`src/rtl/wb_pipe_monitor.sv`:
```
// Purpose: passive checker for a pipelined Wishbone B4 bus; tracks outstanding requests and raises sticky rule flags.
// Latency: flags, first_err, outstanding and txn_cnt reflect a bus cycle on the following clk edge.
// Backpressure: none; observes cyc/stb/stall/ack only and drives nothing onto the bus.
//
// Ports:
//   clk, reset_n          bus clock, async active-low reset
//   cyc, stb, we          master control
//   stall, ack            slave handshake
//   adr, dat_m, dat_s     address, write data, read data (only inspected for X/Z)
//   clr                   sync clear of err_flags / first_err / txn_cnt
//   err                   OR of err_flags
//   err_flags[5:0]        {TIMEOUT, OVERFLOW, SPURIOUS, X_RSP, X_REQ, X_CTRL}
//   first_err             index of first flag raised since reset/clr, 7 = none
//   outstanding           accepted-but-unacked request count
//   txn_cnt               non-spurious ACKs seen, saturating
module wb_pipe_monitor #(
  parameter int ADR_W       = 16,
  parameter int DAT_W       = 16,
  parameter int MAX_OUTST   = 4,
  parameter int ACK_TIMEOUT = 16,
  parameter int CNT_W       = 16
) (
  input  logic                               clk,
  input  logic                               reset_n,
  input  logic                               cyc,
  input  logic                               stb,
  input  logic                               we,
  input  logic                               stall,
  input  logic                               ack,
  input  logic [ADR_W-1:0]                   adr,
  input  logic [DAT_W-1:0]                   dat_m,
  input  logic [DAT_W-1:0]                   dat_s,
  input  logic                               clr,
  output logic                               err,
  output logic [5:0]                         err_flags,
  output logic [2:0]                         first_err,
  output logic [$clog2(MAX_OUTST+1)-1:0]     outstanding,
  output logic [CNT_W-1:0]                   txn_cnt
);

  localparam int OW = $clog2(MAX_OUTST + 1);
  localparam int AW = $clog2(ACK_TIMEOUT + 1);
  localparam logic [OW-1:0] MAX_C  = OW'(MAX_OUTST);
  localparam logic [AW-1:0] TMO_C  = AW'(ACK_TIMEOUT);
  localparam logic [AW-1:0] TMO_M1 = AW'(ACK_TIMEOUT - 1);

  typedef enum logic [1:0] {IDLE, ACTIVE, WAIT} state_t;

  state_t               state, state_nxt;
  logic [AW-1:0]        age, age_nxt;
  logic [MAX_OUTST-1:0] we_q, we_nxt;   // WE of each outstanding request, bit 0 = oldest
  logic [OW-1:0]        out_nxt, wr_idx;
  logic                 issue, done, zl, spurious, real_done, overflow, push, pop;
  logic                 oldest_we, tmo, cyc_drop, x_rsp;
  logic                 x_ctrl, x_req, x_dat_s;
  logic [5:0]           new_flags, flags_nxt;
  logic [2:0]           first_nxt;
  logic [CNT_W-1:0]     cnt_nxt;

  // X/Z detection only has meaning in a 4-state simulator; hardware sees 0.
`ifdef SYNTHESIS
  assign x_ctrl  = 1'b0;
  assign x_req   = 1'b0;
  assign x_dat_s = 1'b0;
`else
  assign x_ctrl  = $isunknown(cyc) || (cyc && $isunknown({stb, stall, ack}));
  assign x_req   = cyc && stb && ($isunknown(adr) || $isunknown(we) || (we && $isunknown(dat_m)));
  assign x_dat_s = $isunknown(dat_s);
`endif

  always_comb begin
    issue     = cyc & stb & ~stall;
    done      = cyc & ack;
    // An ack in the same cycle as the first issue completes that request with zero latency.
    zl        = issue & done & (outstanding == '0);
    spurious  = done & ~issue & (outstanding == '0);
    real_done = done & ~spurious;
    pop       = done & (outstanding != '0);
    overflow  = issue & ~done & (outstanding == MAX_C);
    push      = issue & ~zl & ~overflow;
    oldest_we = zl ? we : we_q[0];
    x_rsp     = real_done & ~oldest_we & x_dat_s;
    tmo       = (state == WAIT) & cyc & ~done & (age == TMO_M1);
    cyc_drop  = (state == WAIT) & ~cyc;   // abandoned requests count as a timeout

    // WE FIFO: pop shifts toward bit 0, push lands behind the surviving entries.
    we_nxt = pop ? (we_q >> 1) : we_q;
    wr_idx = outstanding - OW'(pop);
    for (int i = 0; i < MAX_OUTST; i++) begin
      if (push && wr_idx == OW'(i)) we_nxt[i] = we;
    end
    if (!cyc) we_nxt = '0;

    out_nxt = cyc ? (outstanding + OW'(push) - OW'(pop)) : '0;

    if (!cyc)                 state_nxt = IDLE;
    else if (out_nxt != '0)   state_nxt = WAIT;
    else                      state_nxt = ACTIVE;

    // age restarts on entry to WAIT and on each ack; holds once the limit is hit
    // so the timeout fires once per stall episode.
    if (!cyc || done || state != WAIT) age_nxt = '0;
    else if (age == TMO_C)             age_nxt = age;
    else                               age_nxt = age + 1'b1;

    new_flags = {tmo | cyc_drop, overflow, spurious, x_rsp, x_req, x_ctrl};
    flags_nxt = (clr ? 6'd0 : err_flags) | new_flags;

    first_nxt = clr ? 3'd7 : first_err;
    if (first_nxt == 3'd7 && new_flags != 6'd0) begin
      for (int i = 5; i >= 0; i--) begin
        if (new_flags[i]) first_nxt = 3'(i);
      end
    end

    cnt_nxt = clr ? '0 : txn_cnt;
    if (real_done && cnt_nxt != '1) cnt_nxt = cnt_nxt + 1'b1;
  end

  always_ff @(posedge clk or negedge reset_n) begin
    if (!reset_n) begin
      state       <= IDLE;
      age         <= '0;
      we_q        <= '0;
      outstanding <= '0;
      err_flags   <= '0;
      first_err   <= 3'd7;
      txn_cnt     <= '0;
    end else begin
      state       <= state_nxt;
      age         <= age_nxt;
      we_q        <= we_nxt;
      outstanding <= out_nxt;
      err_flags   <= flags_nxt;
      first_err   <= first_nxt;
      txn_cnt     <= cnt_nxt;
    end
  end

  assign err = |err_flags;

endmodule
```
`config.mk`:
```
export PLATFORM = sky130hd
export DESIGN_NAME = wb_pipe_monitor
export DESIGN_NICKNAME = d
export VERILOG_FILES = /design/src/rtl/wb_pipe_monitor.sv
export SDC_FILE = /design/constraint.sdc
export NUM_CORES = 1
export LEC_CHECK = 0
export BUFFER_PORTS_ARGS = -buffer_cell sky130_fd_sc_hd__buf_4
export CELL_PAD_IN_SITES_DETAIL_PLACEMENT = 1
export CELL_PAD_IN_SITES_GLOBAL_PLACEMENT = 1
export CORE_MARGIN = 10
export CORE_UTILIZATION = 37
export DETAILED_ROUTE_END_ITERATION = 7
export GPL_TIMING_DRIVEN = 0
export PLACE_DENSITY_LB_ADDON = 0.1
export SYNTH_ARGS = -nofsm -noshare
export SYNTH_HDL_FRONTEND = slang
export SYNTH_SLANG_ARGS = --single-unit
export TNS_END_PERCENT = 1
```
`constraint.sdc`:
```
create_clock -name clk -period 4.49 [get_ports clk]
set_input_delay 0 -clock clk [delete_from_list [all_inputs] [get_ports clk]]
set_output_delay 0 -clock clk [all_outputs]
set_load 0.03 [all_outputs]
```
# Yosys cells after proc, flatten, opt, wreduce, memory -nomap -nowiden
# Index checks and enable logic that the tools add are counted.
[classes] add_sub_neg=4 multipliers=0 div=0 n_lt_le_gt_ge=0 eq_ne=8 shifts=0 n_mux=13 bitwise_logic=26 reduce_logical=10
[op_table] operator="16-bit 2-to-1 mux" n=2
[op_table] operator="3-bit 2-to-1 mux" n=6
[op_table] operator="1-bit AND" n=17
[op_table] operator="16-bit by 1-bit adder with 16-bit output, second input constant" n=1
[op_table] operator="16-bit != test, second input constant" n=1
[op_table] operator="5-bit 2-to-1 mux" n=2
[op_table] operator="1-bit NOT" n=7
[op_table] operator="3-bit equality test, second input constant" n=2
[op_table] operator="6-bit 2-to-1 mux" n=1
[op_table] operator="6-bit OR" n=1
[op_table] operator="3-bit nonzero test" n=2
[op_table] operator="6-bit nonzero test" n=1
[op_table] operator="6-bit OR reduction" n=1
[op_table] operator="5-bit by 1-bit adder with 5-bit output, second input constant" n=1
[op_table] operator="5-bit by 4-bit equality test with 1-bit output, second input constant" n=1
[op_table] operator="5-bit equality test, second input constant" n=1
[op_table] operator="2-bit 2-to-1 mux" n=2
[op_table] operator="2-bit != test, second input constant" n=2
[op_table] operator="3-bit by 1-bit adder with 3-bit output" n=1
[op_table] operator="3-bit zero test" n=1
[op_table] operator="3-bit by 1-bit subtractor with 3-bit output" n=1
[op_table] operator="2-bit equality test, second input constant" n=1
[op_table] operator="1-bit logical AND" n=2
[op_table] operator="1-bit logical OR" n=2
[op_table] operator="2 further kinds" n=2
[word_totals] ff_bits=35 latchBits=0 ram_bits=0 romBits=0 mem_count=0

# Logic depth before layout (Yosys ltp)
[logic_depth] ltp_word=13 mapped_depth=12

# Worst setup path before layout
# No wires, ideal clock.
[synth_timing] kind="flip-flop to flip-flop" from="register outstanding[2]" to="register state[0]" setup_time_ns=0.120 arrival_time_ns=2.268 t_required_ns=4.370 setup_slack_ns=2.102 path_stages_with_launch=13 n_path_buf=0 cell_sequence="dfrtp_1 xor2_1 nand2_1 nand3_1 ha_1 inv_1 ha_1 inv_1 fa_1 xnor2_1 xnor2_1 nand2_1 and3_1"
[synth_between] elab_chain_len=11 elab_cells_between_ends=16
[synth_lines] element="start: declaration" line_no="37" text="output logic [$clog2(MAX_OUTST+1)-1:0] outstanding,"
[synth_lines] element="start signal: assignment" line_no="133" text="outstanding <= out_nxt;"
[synth_lines] element="3-bit zero test" line_no="75" text="zl = issue & done & (outstanding == '0);"
[synth_lines] element="1-bit AND" line_no="75"
[synth_lines] element="1-bit NOT" line_no="80" text="push = issue & ~zl & ~overflow;"
[synth_lines] element="1-bit AND (2 in series)" line_no="80"
[synth_lines] element="3-bit by 1-bit adder with 3-bit output" line_no="94" text="out_nxt = cyc ? (outstanding + OW'(push) - OW'(pop)) : '0;"
[synth_lines] element="3-bit by 1-bit subtractor with 3-bit output (*)" line_no="94"
[synth_lines] element="3-bit 2-to-1 mux (*)" line_no="94"
[synth_lines] element="3-bit nonzero test (*)" line_no="97" text="else if (out_nxt != '0) state_nxt = WAIT;"
[synth_lines] element="2-bit 2-to-1 mux (*)" line_no="97"
[synth_lines] element="2-bit 2-to-1 mux (*)" line_no="96" text="if (!cyc) state_nxt = IDLE;"
[synth_lines] element="net state_nxt[0]" line_no="49" text="state_t state, state_nxt;"
[synth_lines] element="end signal: assignment" line_no="130" text="state <= state_nxt;"
[synth_lines] element="end: declaration" line_no="49"
# The timed path passes the listed nets; every way through them passes the cells marked *.
# A chain may end at the register's enable or synchronous reset.

# Worst setup path after layout
# Same ends and word-level chain as after synthesis.

==> impl_metrics.env <==
export IMPL_drc=0
export IMPL_worst_path_buf_inv=2
export IMPL_cts_buffer_depth=2
export IMPL_synthFlopType="dfrtp_1"
export IMPL_synth_commonest_cells="dfrtp_1, inv_1, nor2_1, nor2b_1, xnor2_1"
export IMPL_drive_gt1_share_pct=28.6
export IMPL_fin_crit_sh_pct=53.3
export IMPL_avgViaCountPerCell=4.96
export IMPL_grt_busiest_layer="met2"
export IMPL_clk_pin_slew_ns=0.07
export IMPL_finalNetCount=293
export IMPL_drt_total_wl_um=4910
export IMPL_grt_pass1_vias=1681
export IMPL_overflow=0
export IMPL_worstSetupEndpointType="flop"
export IMPL_tritoncts="yes"
export IMPL_yosysMostFrequentCell="dfrtp_1"
export IMPL_cts_root_buf="clkbuf_8"
export IMPL_die_x_um=91.5
export IMPL_grt_max_degree=33
export IMPL_worst_clock_skew_ns=0.00315
export IMPL_yosysWarnings=0
export IMPL_post_route_min_period_ns=2.40
export IMPL_hold_class="in -> reg"
export IMPL_synth_adder_area_share_pct=5.03
export IMPL_io_buffers=32
export IMPL_p_int_w=0.000644
export IMPL_antenna_cells=0
export IMPL_seqPwrFrac_pct=37.6
export IMPL_vdd_ir_drop_max_uv=215
export IMPL_synth_area_leader_cell="dfrtp_1"
export IMPL_place_gp_congestion=0.810
export IMPL_dr_pass1_iters=4
export IMPL_ys_ff_latch=32
export IMPL_async_flop_share_pct=100
export IMPL_synth_top_area_share_pct=38.4
export IMPL_hold_viol=0
export IMPL_use_met3_pct=3.79
export IMPL_core_region_area_um2=4850
export IMPL_synthCells=188
export IMPL_ys_seq_area_share_pct=42.5
export IMPL_required_ns=4.66
export IMPL_dieArea_um2=8370
export IMPL_p_clk_share_pct=31.3
export IMPL_grt_usage_pct=12.2
export IMPL_cts_buffers=5
export IMPL_tns_ns=0
export IMPL_path_class="reg -> reg"
export IMPL_combPwrFrac_pct=31.1
export IMPL_setup_viol=0
export IMPL_crit_family="adder cells"
export IMPL_clock_fmax_ghz=0.417
export IMPL_max_stage_delay_ns=0.46
export IMPL_crit_slowest_cell="dfrtp_1"
export IMPL_die_h_um=91.5
export IMPL_final_cells=298
export IMPL_start_util_pct=39.0
export IMPL_synthesis_area_um2=1890
export IMPL_synth_enable_flop_cells=0
export IMPL_switching_share_pct=33.6
export IMPL_synth_compound_area_share_pct=10.3
export IMPL_cts_sinks=32
export IMPL_synth_cell_type_count=48
export IMPL_antenna_found_initial=0
export IMPL_yosys_top_cells_area="dfrtp_1, xnor2_1, dfstp_2, ha_1, nor2b_1"
export IMPL_io_pin_count=85
export IMPL_fp_row_count=25
export IMPL_finalMaxSlewViolations=0
export IMPL_dp_hpwl_um=3790
export IMPL_synthXorXnorAreaFrac_pct=6.02
export IMPL_grtUsageMet2_pct=20.5
export IMPL_area_growth_pct=24.7
export IMPL_synth_simple_gate_area_share_pct=24.5
export IMPL_tightest_slew_ns=0.571
export IMPL_grt_setup_unrepaired="no"
export IMPL_grt_use_met1_pct=14.6
export IMPL_nFillCells=558
export IMPL_worstPathCellList="xor2_1, nand2_1, nand3_1, ha_1, inv_1, ha_1, inv_1, fa_1, xnor2_1, xnor2_1, nand2_1, and3_1"
export IMPL_clk_latency_ns=0.28
export IMPL_synth_avg_cell_area_um2=10.1
export IMPL_place_inst=289
export IMPL_p_leak_nw=1.06
export IMPL_max_slew_margin_pct=60.9
export IMPL_start_kind="flop"
export IMPL_drv_cap=0
export IMPL_power_switching_w=0.000326
export IMPL_synthMuxAreaShare_pct=5.75
export IMPL_outcome="finished, final reports clean"
export IMPL_routedWlPerCell_um=16.5
export IMPL_num_vias=1479
export IMPL_power_density_nw_per_um2=411
export IMPL_postRouteAntennaNets=0
export IMPL_h_tree_depth=2
export IMPL_grt_pass1_wl_um=8420
export IMPL_synth_top_family_by_area="simple AND/OR/NAND/NOR gates"
export IMPL_drt_initial_drc_count=23
export IMPL_worstPathMaxFanout=6
export IMPL_cp_arrival_ns=2.57
-- routing by layer --
metal	part of all wire (%)	vias to the layer above
met5	0	-
met2	51	24
met3	5.1	4
met4	0.69	0
li1	-	722
met1	44	729
-- state kept, by name, summed over array words and instances, names as in the netlist --
register,cells
txn_cnt,16
outstanding,3
first_err,3
err_flags,3
age,5
state,2
-- cell families after synthesis --
logic type                 after synthesis
xor gates and xnor gates                13
and+or+nand+nor                         77
DFF                                     32
other                                    1
muxes                                   10
adders and majority gates                7
AOI/OAI and AO/OA                       26
buffers and inverters                   22
-- power groups by stage --
| stage | logic, W | clock network, W | registers [W] |
|---|---|---|---|
| finish | 0.000302 | 0.000303 | 0.000365 |
| floorplan | 0.000151 | 0 | 0.000417 |
| CTS | 0.000309 | 0.000314 | 0.000365 |
| global route | 0.000334 | 0.000326 | 0.000373 |
| global placement | 0.000298 | 0 | 0.000367 |
| detailed placement | 0.000306 | 0 | 0.000371 |
-- layout make-up --
| class | instances | area [um^2] | share of cell area [%] |
|---|---|---|---|
| buffer | 8 | 53.8 | 2.28 |
| clock buffer | 7 | 96.3 | 4.08 |
| clock inverter | 1 | 30.0 | 1.27 |
| inverter | 14 | 52.6 | 2.23 |
| multi-input combinational | 136 | 988 | 41.9 |
| sequential | 32 | 805 | 34.1 |
| tap | 67 | 83.8 | 3.55 |
| timing repair buffer | 33 | 250 | 10.6 |
-- final timing paths --
kind | start | slack, ns | cells after the start | endpoint
setup reg to reg | outstanding[2] | 2.09 | 12 | state[0]
max in group asynchronous | reset_n | 3.95 | 2 | first_err[1]
hold / removal | cyc | 0.02 | 3 | outstanding[2]
hold reg to reg | first_err[2] | 0.56 | 1 | first_err[2]
min in group asynchronous | reset_n | 0.20 | 2 | txn_cnt[7]
setup / recovery | outstanding[2] | 2.09 | 12 | state[0]
-- tightest hold or removal path: cells and delay by family --
family,cells,cell delay (ns)
buf+inv,2,0.19
simple gates,1,0.08
-- placed cells by master (no fill, tap or decap), drive strengths merged, types with 2 or more instances in the layout --
| cell type | n |
|---|---|
| buf | 38 |
| dfrtp | 29 |
| nor2 | 14 |
| inv | 14 |
| nor2b | 11 |
| xnor2 | 10 |
| nand2 | 9 |
| nand3 | 9 |
| nand2b | 9 |
| clkbuf | 9 |
| mux2 | 7 |
| a211oi | 6 |
| a21oi | 6 |
| ha | 6 |
| nor3 | 5 |
| and3 | 4 |
| nand4 | 4 |
| o21ai | 4 |
| nor4 | 4 |
| mux2i | 3 |
| xor2 | 3 |
| conb | 3 |
| dfstp | 3 |
| a2111oi | 3 |
| and2 | 2 |
| or2 | 2 |
| o22a | 2 |
-- through the flow --
step                      total power (W)  hold slack, ns  util, %  setup slack [ns]  cell area [um^2]
after global routing              0.00103          0.0302     48.7              1.84              2360
final                            0.000970          0.0215     48.7              2.09              2360
after global placement           0.000664         -0.0326     45.9              2.13              2220
after CTS                        0.000988         0.00914     48.7              2.06              2360
after floorplan                  0.000569          -0.296        -              2.10              1900
after detailed placement         0.000677         -0.0281     45.9              2.09              2220
-- timing repair --
| action | 4_1_cts | 5_1_grt |
|---|---|---|
| hold buffers | 1 | 0 |
| resized for setup | 0 | 0 |
| endpoints found under the hold margin | 32 | 0 |
| buffers inserted | 0 | 0 |
Power figures use the tool's default switching activity.
